`src/rtl/rc5_key_expand.sv`:
```
// rc5_key_expand: iterative RC5-16/16/16 key schedule producing S[0..33] with a combinational read port
module rc5_key_expand #(
  parameter int W         = 16,
  parameter int ROUNDS    = 16,
  parameter int KEY_BYTES = 16
) (
  input  logic                   clk,
  input  logic                   rst,
  input  logic                   start,
  input  logic [8*KEY_BYTES-1:0] key,
  output logic                   busy,
  output logic                   done,
  output logic                   subkeys_valid,
  input  logic [5:0]             sk_idx,
  output logic [W-1:0]           sk_out
);
  localparam int T = 2*ROUNDS+2;
  localparam int C = KEY_BYTES/2;
  localparam int N = 3*((T > C) ? T : C);
  localparam logic [5:0] I_LAST = 6'(T-1);
  localparam logic [2:0] J_LAST = 3'(C-1);
  localparam logic [6:0] K_LAST = 7'(N-1);
  localparam logic [15:0] P16 = 16'hB7E1;
  localparam logic [15:0] Q16 = 16'h9E37;
  typedef enum logic [2:0] {S_IDLE, S_INIT, S_MIX, S_FINISH, S_READY} state_t;
  state_t      r_state;
  logic [15:0] r_s [T];
  logic [15:0] r_l [C];
  logic [15:0] r_a, r_b, r_run;
  logic [5:0]  r_i;
  logic [2:0]  r_j;
  logic [6:0]  r_k;
  logic        r_busy, r_done, r_valid;
  logic        w_accept;
  logic [15:0] w_a, w_ab, w_b;
  function automatic logic [15:0] rotl(input logic [15:0] x, input logic [3:0] n);
    logic [31:0] t;
    t = {x, x} << n;
    return t[31:16];
  endfunction
  assign w_accept = start && (r_state == S_IDLE || r_state == S_READY);
  assign w_a  = rotl(r_s[r_i] + r_a + r_b, 4'd3);
  assign w_ab = w_a + r_b;
  assign w_b  = rotl(r_l[r_j] + w_ab, w_ab[3:0]);
  always_ff @(posedge clk or negedge rst) begin
    if (!rst) begin
      r_state <= S_IDLE;
      r_i     <= '0;
      r_j     <= '0;
      r_k     <= '0;
      r_busy  <= 1'b0;
      r_done  <= 1'b0;
      r_valid <= 1'b0;
    end else begin
      case (r_state)
        S_IDLE, S_READY: if (start) begin
          r_state <= S_INIT;
          r_i     <= '0;
          r_busy  <= 1'b1;
          r_valid <= 1'b0;
        end
        S_INIT: begin
          r_i <= (r_i == I_LAST) ? '0 : r_i + 6'd1;
          r_j <= '0;
          r_k <= '0;
          if (r_i == I_LAST) r_state <= S_MIX;
        end
        S_MIX: begin
          r_i <= (r_i == I_LAST) ? '0 : r_i + 6'd1;
          r_j <= (r_j == J_LAST) ? '0 : r_j + 3'd1;
          r_k <= r_k + 7'd1;
          if (r_k == K_LAST) begin
            r_state <= S_FINISH;
            r_busy  <= 1'b0;
            r_done  <= 1'b1;
          end
        end
        S_FINISH: begin
          r_state <= S_READY;
          r_done  <= 1'b0;
          r_valid <= 1'b1;
        end
        default: r_state <= S_IDLE;
      endcase
    end
  end
  // Table, key words and accumulators are never cleared; reads are gated by r_valid
  always_ff @(posedge clk) begin
    if (w_accept) begin
      for (int n = 0; n < C; n++) r_l[n] <= key[16*n +: 16];
      r_run <= P16;
    end else if (r_state == S_INIT) begin
      r_s[r_i] <= r_run;
      r_run    <= r_run + Q16;
      r_a      <= '0;
      r_b      <= '0;
    end else if (r_state == S_MIX) begin
      r_s[r_i] <= w_a;
      r_a      <= w_a;
      r_l[r_j] <= w_b;
      r_b      <= w_b;
    end
  end
  assign busy          = r_busy;
  assign done          = r_done;
  assign subkeys_valid = r_valid;
  assign sk_out        = (r_valid && sk_idx <= I_LAST) ? r_s[sk_idx] : '0;
endmodule
```
`config.mk`:
```
export PLATFORM = sky130hd
export DESIGN_NAME = rc5_key_expand
export DESIGN_NICKNAME = d
export VERILOG_FILES = /design/src/rtl/rc5_key_expand.sv
export SDC_FILE = /design/constraint.sdc
export NUM_CORES = 1
export LEC_CHECK = 0
export CAP_MARGIN = 20
export CORE_AREA = 2 2 262 264
export DETAILED_ROUTE_END_ITERATION = 7
export DIE_AREA = 0 0 264 266
export PLACE_DENSITY = 0.73
export SKIP_CTS_REPAIR_TIMING = 1
export SLEW_MARGIN = 20
export SYNTH_ARGS = -nofsm -noshare
export SYNTH_HDL_FRONTEND = slang
export SYNTH_SLANG_ARGS = --single-unit
export TNS_END_PERCENT = 5
```
`constraint.sdc`:
```
create_clock -name clk -period 15.1 [get_ports clk]
set_input_delay 3.02 -clock clk [delete_from_list [all_inputs] [get_ports clk]]
set_output_delay 3.02 -clock clk [all_outputs]
set_load 0.005 [all_outputs]
```
* Yosys cells after proc, flatten, opt, wreduce, memory -nomap -nowiden
Memory sizes are Yosys's and may differ from the RTL's.
Cells that the tools add are included.
** Storage, ports and cells
- Output and inout bits :: 19
- Bits in registers :: 70
- Input port bits :: 137
- Bits in writable memories :: 672
- Word-level logic and storage cells :: 85
- Memories kept :: 2
** Operators by class
- Equal/unequal tests :: 10
- Shift operators :: 1
- Bitwise gates (word level) :: 2
- $add $sub $neg :: 8
- Reductions and logical operators :: 18
- Magnitude comparators :: 1
- Multiplexer cells :: 33
** Memory list
- r_s :: depth 34, width 16, read ports 2, clocked after Yosys merged registers in 0, write ports 1, RTL line 27 : logic [15:0] r_s [T];
- r_l :: depth 8, width 16, read ports 1, clocked after Yosys merged registers in 0, write ports 8, RTL line 28 : logic [15:0] r_l [C];
** Operators by type and width (count)
- $mux 16 :: 5
- $add 16x16->16 :: 4
- $shl 32x4->32 :: 1
- $add 16x16->16 const B :: 1
- $reduce_or 16->1 :: 1
- $mux 3 :: 5
- $mux 1 :: 14
- $pmux 7 s2 :: 1
- $mux 6 :: 2
- $pmux 3 s4 :: 1
- $pmux 6 s2 :: 1
- $reduce_bool 2->1 :: 5
- $reduce_and 2->1 :: 4
- $add 7x1->7 const B :: 1
- $eq 7x7->1 const B :: 1
- $add 6x1->6 const B :: 1
- $eq 3x2->1 const B :: 2
- $eq 3x3->1 const B :: 2
- $eq 6x6->1 const B :: 1
- $le 6x6->1 const B :: 1
- $ne 2x2->1 const B :: 3
- $pmux 1 s2 :: 3
- $pmux 3 s2 :: 1
- $reduce_and 3->1 :: 2
- 8 further kinds :: 10

* Depth between registers and ports, before layout
Gate-level depths: netlist of run 1.
- Depth after elaboration :: 7
- Depth in mapped cells :: 48
- Gate-level depth less buffers :: 45

* Worst setup path before layout of run 1
No wires, ideal clock.
- Kind :: register to register
- From :: register r_i[0]
- To :: memory r_l[0][3] (data pin)
- Setup slack :: 5.193 ns
- Required time :: 14.828 ns
- Buffers on the path :: 5
- Cell stages (with the launch flop) :: 49
- Library setup time :: 0.272 ns
- Clock period less this slack :: 9.907 ns
- Arrival time :: 9.635 ns
- Path through :: dfrtp_1 clkbuf_1 buf_1 and3_1 clkbuf_1 clkbuf_1 buf_1 a22oi_1 nand4_1 o211ai_1 o21ai_0 nor2_1 a21oi_1 fa_1 ha_1 fa_1 a21o_1 a21oi_1 (+13 left out) a21oi_1 o21ai_0 a21oi_1 o21ai_0 nor4_1 nor3_1 xnor2_1 ha_1 o21a_1 o21ai_0 nand2b_1 o21a_1 xnor2_1 or4_1 nand3_1 nor4_1 nor3_2 o21ai_0
** RTL lines
- start: declaration :: RTL line 30 : logic [5:0] r_i;
- start signal: assignment :: RTL line 63 : r_i <= (r_i == I_LAST) ? '0 : r_i + 6'd1;
- start signal: assignment :: RTL line 69 : r_i <= (r_i == I_LAST) ? '0 : r_i + 6'd1;
- end: declaration :: RTL line 28

==> implementation parameters, run 1 <==
Parameter                              Value

STA
  Worst-margin pin slew ... 1119 ps
  Setup clock skew after layout ... 46.01 ps
  Unrepaired setup endpoints after global routing ... false
  Setup ws final ... 2784 ps
  Fin crit share ... 81.56%
  Upper clock frequency limit ... 81.20 MHz
  Count of final hold-check violations ... 0
  Total negative slack for setup checks ... 0 ps
  Shortest period the worst path allows ... 12320 ps
  Final count of pins violating max slew ... 0
  Worst max-slew margin expressed relative to the limit ... 25.21%
  Number of setup violations in the final report ... 0

Setup path
  Reg-to-Reg End ... r_l[5][11]
  Worst path arrival time ... 12660 ps
  Cell with the biggest individual delay on the critical path ... sky130_fd_sc_hd__dfrtp_1
  Critical path class ... flop to flop
  Highest net fanout along the worst path ... 41
  Critical path data required time ... 15450 ps
  Worst flop-to-flop path startpoint ... r_i[2]
  Slowest stage delay, CP ... 930 ps
  Endpoint type of the worst setup path ... flop
  Flop2flop setup slack ... 2780 ps
  Critical Path Source Type ... flop
  R2r worst-path depth ... 45
  Cell repeated most along the worst path ... sky130_fd_sc_hd__o21ai_0

Logic synthesis
  Synthesized area divided by synthesized cell count ... 14.47 um^2
  Share of the yosys chip area belonging to registers ... 59.84%
  Cells taking the most area after synthesis ... sky130_fd_sc_hd__edfxtp_1 (57%), sky130_fd_sc_hd__mux4_2 (11%), sky130_fd_sc_hd__a22oi_1 (3.7%)
  Synth Cell Area ... 36780 um^2
  Top-count cell post-synth ... sky130_fd_sc_hd__edfxtp_1
  Distinct cell type count of the synthesized netlist ... 68
  Synthesized flop and latch total ... 742
  Share of flip-flops with an asynchronous set or reset after synthesis ... 2.965%
  Share of Yosys cell area claimed by the top area cell type ... 57.48%
  Count of flip-flops with a built-in enable after synthesis ... 704
  Most instantiated flip-flop cell in the synthesis netlist ... sky130_fd_sc_hd__edfxtp_1
  Total number of yosys warnings ... 0
  Number of nets produced by synthesis ... 2749
  Top post-synthesis cells by count ... sky130_fd_sc_hd__edfxtp_1 (704), sky130_fd_sc_hd__mux4_2 (184), sky130_fd_sc_hd__a22oi_1 (182), sky130_fd_sc_hd__nand2_1 (152)
  Number of standard cells after synthesis ... 2542
  Largest area contributor in the synthesized netlist ... sky130_fd_sc_hd__edfxtp_1

CTS
  Total clock buffers created by CTS ... 78
  Clk buf depth ... 3
  CTS sink count ... 742
  H-tree levels ... 3
  Clock tree from TritonCTS ... yes
  Clk_lat worst skew ... 660 ps
  Clock-pin slew on the worst setup and hold paths ... 60 ps
  Clock root cell ... sky130_fd_sc_hd__clkbuf_16

Place
  Setup WS pre-CTS ... 3132 ps
  Area after detailed placement ... 39660 um^2
  Routability Congestion ... 0.9380
  Placed wire-length estimate ... 75020 um
  IO Port Bufs ... 155

Min path
  Worst hold endpoint ... r_k[6]
  Path category of the worst min-delay check ... flop to flop
  Hold wc startpoint ... r_k[6]
  Worst hold stages ... 1

GRT
  Via count of the first global-routing pass ... 25.42k
  Aggregate global routing overflow ... 0
  First-pass GRT wire length ... 169500 um
  Maximum number of pins on one net before global-route repair ... 69
  Initial antenna violation count ... 10
  Aggregate global-route resource usage ... 33.10%

Route
  Initial DRC Count ... 3529
  Post-Route WL ... 116900 um
  Vias per Instance ... 7.143
  Total number of vias ... 25.97k
  Antenna violation net count after detailed routing ... 0
  DRC errors left ... 0
  Final routed wire length divided by cell count ... 32.17 um
  DR pass1 iterations ... 6

Pwr
  Clk pwr share ... 43.7%
  Power density of the placed cells ... 103.8 nW/um^2
  Overall power ... 4384 uW
  Portion of total power attributed to sequential cells ... 51.7%
  Leakage power summed over all cells ... 0.01396 uW
  Switching part of the total power ... 21.32%
  Int Pwr ... 3449 uW
  Share of total power in combinational logic ... 4.6%
  P_sw ... 934.7 uW
  Worst supply voltage drop on vdd ... 0.00007850 V

Final layout
  Number of nets at the end of the flow ... 2890
  Total non-filler cell area in the finished layout ... 42250 um^2
  Count of filler cells inserted in the layout ... 4899
  Sequential Area ... 22020 um^2
  Area growth from synthesis to layout ... 14.86%
  Fraction of the core area covered by cells at the end of the flow ... 62.36%
  Multi-input combinational cell area ... 14240 um^2
  Proportion of layout cells with a drive suffix above 1 ... 20.73%

Floorplan
  Horizontal die dimension ... 264 um
  # rows ... 96
  Die Outline Area ... 70220 um^2
  Area of the core ... 67750 um^2
  Die Span Y ... 266 um
  Number of top-level pins ... 156
  Initial core utilization ... 54.29%

Run status
  Outcome ... complete, no violations

Job
  Max cap viols ... 0
[power by group through the flow]
| stage | Sequential, uW | Clock, uW | Combinational (uW) |
|---|---|---|---|
| after floorplan | 2300 | 0 | 117 |
| after global placement | 2310 | 0 | 193 |
| after detailed placement | 2310 | 0 | 197 |
| after CTS | 2260 | 1920 | 198 |
| after global routing | 2270 | 2010 | 212 |
| final | 2270 | 1920 | 200 |
[placed cells by master (no fill, tap or decap), drive strengths merged, types with 16 or more instances in the layout]
| cell type | count |
|---|---|
| a211oi | 42 |
| a21oi | 74 |
| a221oi | 34 |
| a22o | 31 |
| a22oi | 182 |
| and2 | 21 |
| buf | 90 |
| clkbuf | 94 |
| clkdlybuf4s50 | 151 |
| clkinv | 37 |
| dfrtp | 22 |
| dfxtp | 16 |
| edfxtp | 704 |
| fa | 18 |
| ha | 52 |
| inv | 39 |
| mux2 | 105 |
| mux2i | 48 |
| mux4 | 184 |
| nand2 | 152 |
| nand3 | 24 |
| nand4 | 64 |
| nor2 | 144 |
| nor2b | 29 |
| nor3 | 20 |
| o211ai | 20 |
| o21ai | 117 |
| xnor2 | 36 |
| xor2 | 20 |
[worst max-delay path by stage]
stage          slack (ps)  cells past startpoint  startpoint    endpoint
3_5_place_dp         3130                     45      r_i[2]  r_l[0][11]
2_1_floorplan        5190                     48      r_i[0]   r_l[0][3]
3_3_place_gp         3310                     44      r_i[2]   r_l[2][8]
6_report             2780                     45      r_i[2]  r_l[5][11]
5_1_grt              1990                     43      r_i[2]   r_l[6][4]
4_1_cts              3100                     43      r_i[2]   r_l[6][4]
[layout make-up]
class                   instances  area share, %
repair buffers                241          5.183
clock buffers                  94          4.810
inverters                      36         0.3199
diodes                          8        0.04739
flip-flops and latches        742          52.11
multi-input cells            1584          33.70
well taps                     882          2.612
clock inverters                48          1.217
[logic make-up after synthesis]
| logic type | synth area share [%] |
|---|---|
| adders and majority gates | 2.749 |
| AOI/OAI and AO/OA | 11.45 |
| buffers and inverters | 2.208 |
| and+or+nand+nor | 6.606 |
| xor gates and xnor gates | 1.354 |
| muxes | 15.79 |
| DFF | 59.84 |
[flip-flops by register name (all words and copies together) (netlist names)]
register	cells
busy	1
subkeys_valid	1
r_state	3
r_run	16
r_s	544
r_l	128
done	1
r_k	7
r_j	3
r_i	6
r_b	16
r_a	16
[metrics by stage]
stage               instances  hold slack [ps]
floorplan                2542            451.9
global placement         3485            475.6
detailed placement       3485            503.9
CTS                      3627            513.3
global route             3634            542.9
finish                   3635            516.2
[per-layer routing]
metal / vias to the layer above / routed length, um / share of wire [%] / GRT usage, %
li1: 10590 / - / - / -
met1: 12950 / 43050 / 37 / 44.94
met2: 2066 / 54210 / 46 / 51.10
met3: 364 / 14280 / 12 / 7.754
met4: 4 / 5358 / 4.6 / 15.31
met5: - / 23 / 0.020 / 0
[worst max-delay path, delay by kind of cell, from the launching register on]
kind                     cells  cell delay [ps]
flip-flops                   1              930
adder cells (fa/ha/maj)      6             2160
AO/OA/AOI/OAI               22             4220
AND/OR/NAND/NOR             12             3120
XOR/XNOR                     3              720
buffers and inverters        2              770
Power figures use the tool's default switching activity.
==> inputs of run 2 (changes only) <==
--- a/config.mk
+++ b/config.mk
@@ -9,7 +9,7 @@
 export CORE_AREA = 2 2 262 264
 export DETAILED_ROUTE_END_ITERATION = 7
 export DIE_AREA = 0 0 264 266
-export PLACE_DENSITY = 0.73
+export PLACE_DENSITY = 0.76
 export SKIP_CTS_REPAIR_TIMING = 1
 export SLEW_MARGIN = 20
 export SYNTH_ARGS = -nofsm -noshare
==> constraint.sdc (replaced) <==
create_clock -name clk -period 10 [get_ports clk]
set_input_delay 2 -clock clk [delete_from_list [all_inputs] [get_ports clk]]
set_output_delay 2 -clock clk [all_outputs]
set_load 0.005 [all_outputs]
==> run 2 against run 1 <==
Net effect:
- via count increased by 2.3%
- critical endpoint is now r_l[3][2]
- routed wire length increased by 0.24%
- clock power increased by 53%
- largest cell class unchanged
- first-iteration DRC count increased by 22%
- sequential share of layout area decreased by 0.96 points
- flip-flop and latch count unchanged
- critical path type unchanged
==> implementation parameters, run 2 (same netlist as run 1, synthesis figures left out) <==
Parameter                              Value

CTS
  Clock root cell ... sky130_fd_sc_hd__clkbuf_16
  Clock-pin slew on the worst setup and hold paths ... 60 ps
  Clk buf depth ... 3
  Clk_lat worst skew ... 640 ps
  Clock tree from TritonCTS ... yes
  Total clock buffers created by CTS ... 78
  H-tree levels ... 3
  CTS sink count ... 742

Setup path
  Flop2flop setup slack ... 350 ps
  Crit. Startpoint ... r_i[1]
  Slowest stage delay, CP ... 470 ps
  Worst flop-to-flop path startpoint ... r_i[1]
  Endpoint type of the worst setup path ... flop
  Cell with the biggest individual delay on the critical path ... sky130_fd_sc_hd__dfrtp_2
  Crit path max-delay family ... compound AO/OA/AOI/OAI gates
  Reg-to-Reg End ... r_l[3][2]
  Critical Path Source Type ... flop
  Critical path class ... flop to flop
  R2r worst-path depth ... 44
  Count of buffering cells on the critical path with inverters included ... 2
  Worst path arrival time ... 10030 ps
  Cell repeated most along the worst path ... sky130_fd_sc_hd__a21oi_2
  Highest net fanout along the worst path ... 16
  Critical path data required time ... 10380 ps

Route
  Final routed wire length divided by cell count ... 31.89 um
  Total number of vias ... 26.57k
  Initial DRC Count ... 4302
  DR pass1 iterations ... 8
  DRC errors left ... 0
  Post-Route WL ... 117200 um
  Antenna violation net count after detailed routing ... 0
  Vias per Instance ... 7.229

Floorplan
  Initial core utilization ... 54.29%
  Area of the core ... 67750 um^2
  Die Outline Area ... 70220 um^2
  Horizontal die dimension ... 264 um
  Die Span Y ... 266 um
  # rows ... 96
  Number of top-level pins ... 156

Min path
  Path category of the worst min-delay check ... flop to flop
  Hold wc startpoint ... r_k[6]
  Worst hold stages ... 1
  Worst hold endpoint ... r_k[6]

STA
  Fin crit share ... 96.53%
  Shortest period the worst path allows ... 9653 ps
  Setup ws final ... 346.7 ps
  Count of final hold-check violations ... 0
  Worst-margin pin slew ... 1137 ps
  Total negative slack for setup checks ... 0 ps
  Final count of pins violating max slew ... 0
  Setup clock skew after layout ... 38.43 ps
  Number of setup violations in the final report ... 0
  Upper clock frequency limit ... 103.6 MHz
  Worst max-slew margin expressed relative to the limit ... 24.01%

GRT
  First-pass GRT wire length ... 169500 um
  Maximum number of pins on one net before global-route repair ... 85
  Initial antenna violation count ... 4
  Aggregate global-route resource usage ... 32.97%
  Via count of the first global-routing pass ... 26.42k
  Aggregate global routing overflow ... 0

Job
  Max cap viols ... 0

Place
  Placed wire-length estimate ... 73510 um
  Routability Congestion ... 0.9937
  Setup WS pre-CTS ... 63.97 ps
  IO Port Bufs ... 155
  Area after detailed placement ... 40220 um^2

Final layout
  Number of nets at the end of the flow ... 2940
  Proportion of layout cells with a drive suffix above 1 ... 23.13%
  Largest register by flop count ... r_s
  Count of filler cells inserted in the layout ... 4710
  Total non-filler cell area in the finished layout ... 43040 um^2
  Fraction of the core area covered by cells at the end of the flow ... 63.54%
  Commonest cells after routing, fill and taps aside ... sky130_fd_sc_hd__edfxtp_1 (704), sky130_fd_sc_hd__mux4_2 (184), sky130_fd_sc_hd__a22oi_1 (180)
  Max reg flops ... 544
  Area growth from synthesis to layout ... 17.03%
  Largest registers ... r_s: 544 flops, r_l: 128 flops
  Most common cell after layout, fill and taps aside ... sky130_fd_sc_hd__edfxtp_1

Pwr
  Worst supply voltage drop on vdd ... 0.0001336 V
  Power density of the placed cells ... 154.7 nW/um^2
  Leakage power summed over all cells ... 0.01428 uW

Run status
  Outcome ... complete, no violations
## run 2: cell types whose count changed in the layout (fill, tap and decap cells not counted), moves of 4 or more
cell / previous run / this run
sky130_fd_sc_hd__nor2_4: 10 / 26
sky130_fd_sc_hd__nor2_2: 22 / 6
sky130_fd_sc_hd__o21ai_4: 3 / 12
sky130_fd_sc_hd__diode_2: 8 / 1
sky130_fd_sc_hd__a21oi_2: 1 / 6
sky130_fd_sc_hd__clkinvlp_4: 1 / 5
sky130_fd_sc_hd__a21oi_1: 73 / 68
sky130_fd_sc_hd__buf_12: 0 / 14
sky130_fd_sc_hd__clkbuf_1: 14 / 8
sky130_fd_sc_hd__buf_4: 87 / 121
sky130_fd_sc_hd__o21ai_0: 104 / 100
sky130_fd_sc_hd__o21ai_2: 9 / 2
## run 2: cell type report
cell class	count	area (um^2)	area share, %
flip-flops and latches	742	22020	51.15
repair buffers	291	2743	6.372
clock buffers	90	2059	4.785
inverters	36	135.1	0.3139
multi-input cells	1584	14490	33.66
clock inverters	50	491.7	1.142
diodes	1	2.502	0.005814
well taps	882	1104	2.564
## run 2: stage by stage
stage          power [uW]  cells  hold slack, ps
2_1_floorplan        3654   2542           451.9
3_3_place_gp         3773   3524           471.3
3_5_place_dp         3783   3524           481.8
4_1_cts              6654   3664           496.2
5_1_grt              6804   3676           537.1
6_report             6660   3676           499.2
## run 2: worst max-delay path by stage
| stage | end | slack (ps) | cells after the start |
|---|---|---|---|
| final | r_l[3][2] | 350 | 44 |
| after global placement | r_l[4][3] | 300 | 46 |
| after global routing | r_l[2][3] | -110 | 47 |
| after detailed placement | r_l[5][14] | 60 | 43 |
| after CTS | r_b[8] | -30 | 43 |
| after floorplan | r_l[0][3] | 90 | 48 |
## run 2: power by group
part	total [uW]	internal (uW)	switching (uW)
logic	303	171	133
clock network	2940	1690	1250
registers	3420	3390	35.5
total	6660	5250	1410
## run 2: metal layers
metal  wire length [um]  up-vias  global-route usage (%)
met1              40860    13120                   43.52
li1                   -    10700                       -
met3              15370      430                   7.495
met2              54170     2323                   51.25
met4               6769        6                   17.97
met5                 43        -                       0
## run 2: worst register-to-register path: cells and delay by family (launching register included)
kind                     cells  cell delay [ps]
AND/OR/NAND/NOR              6             1020
AO/OA/AOI/OAI               26             4500
buffers and inverters        2              330
multiplexers                 1              330
adder cells (fa/ha/maj)      5             1760
flip-flops                   1              470
XOR/XNOR                     4             1000
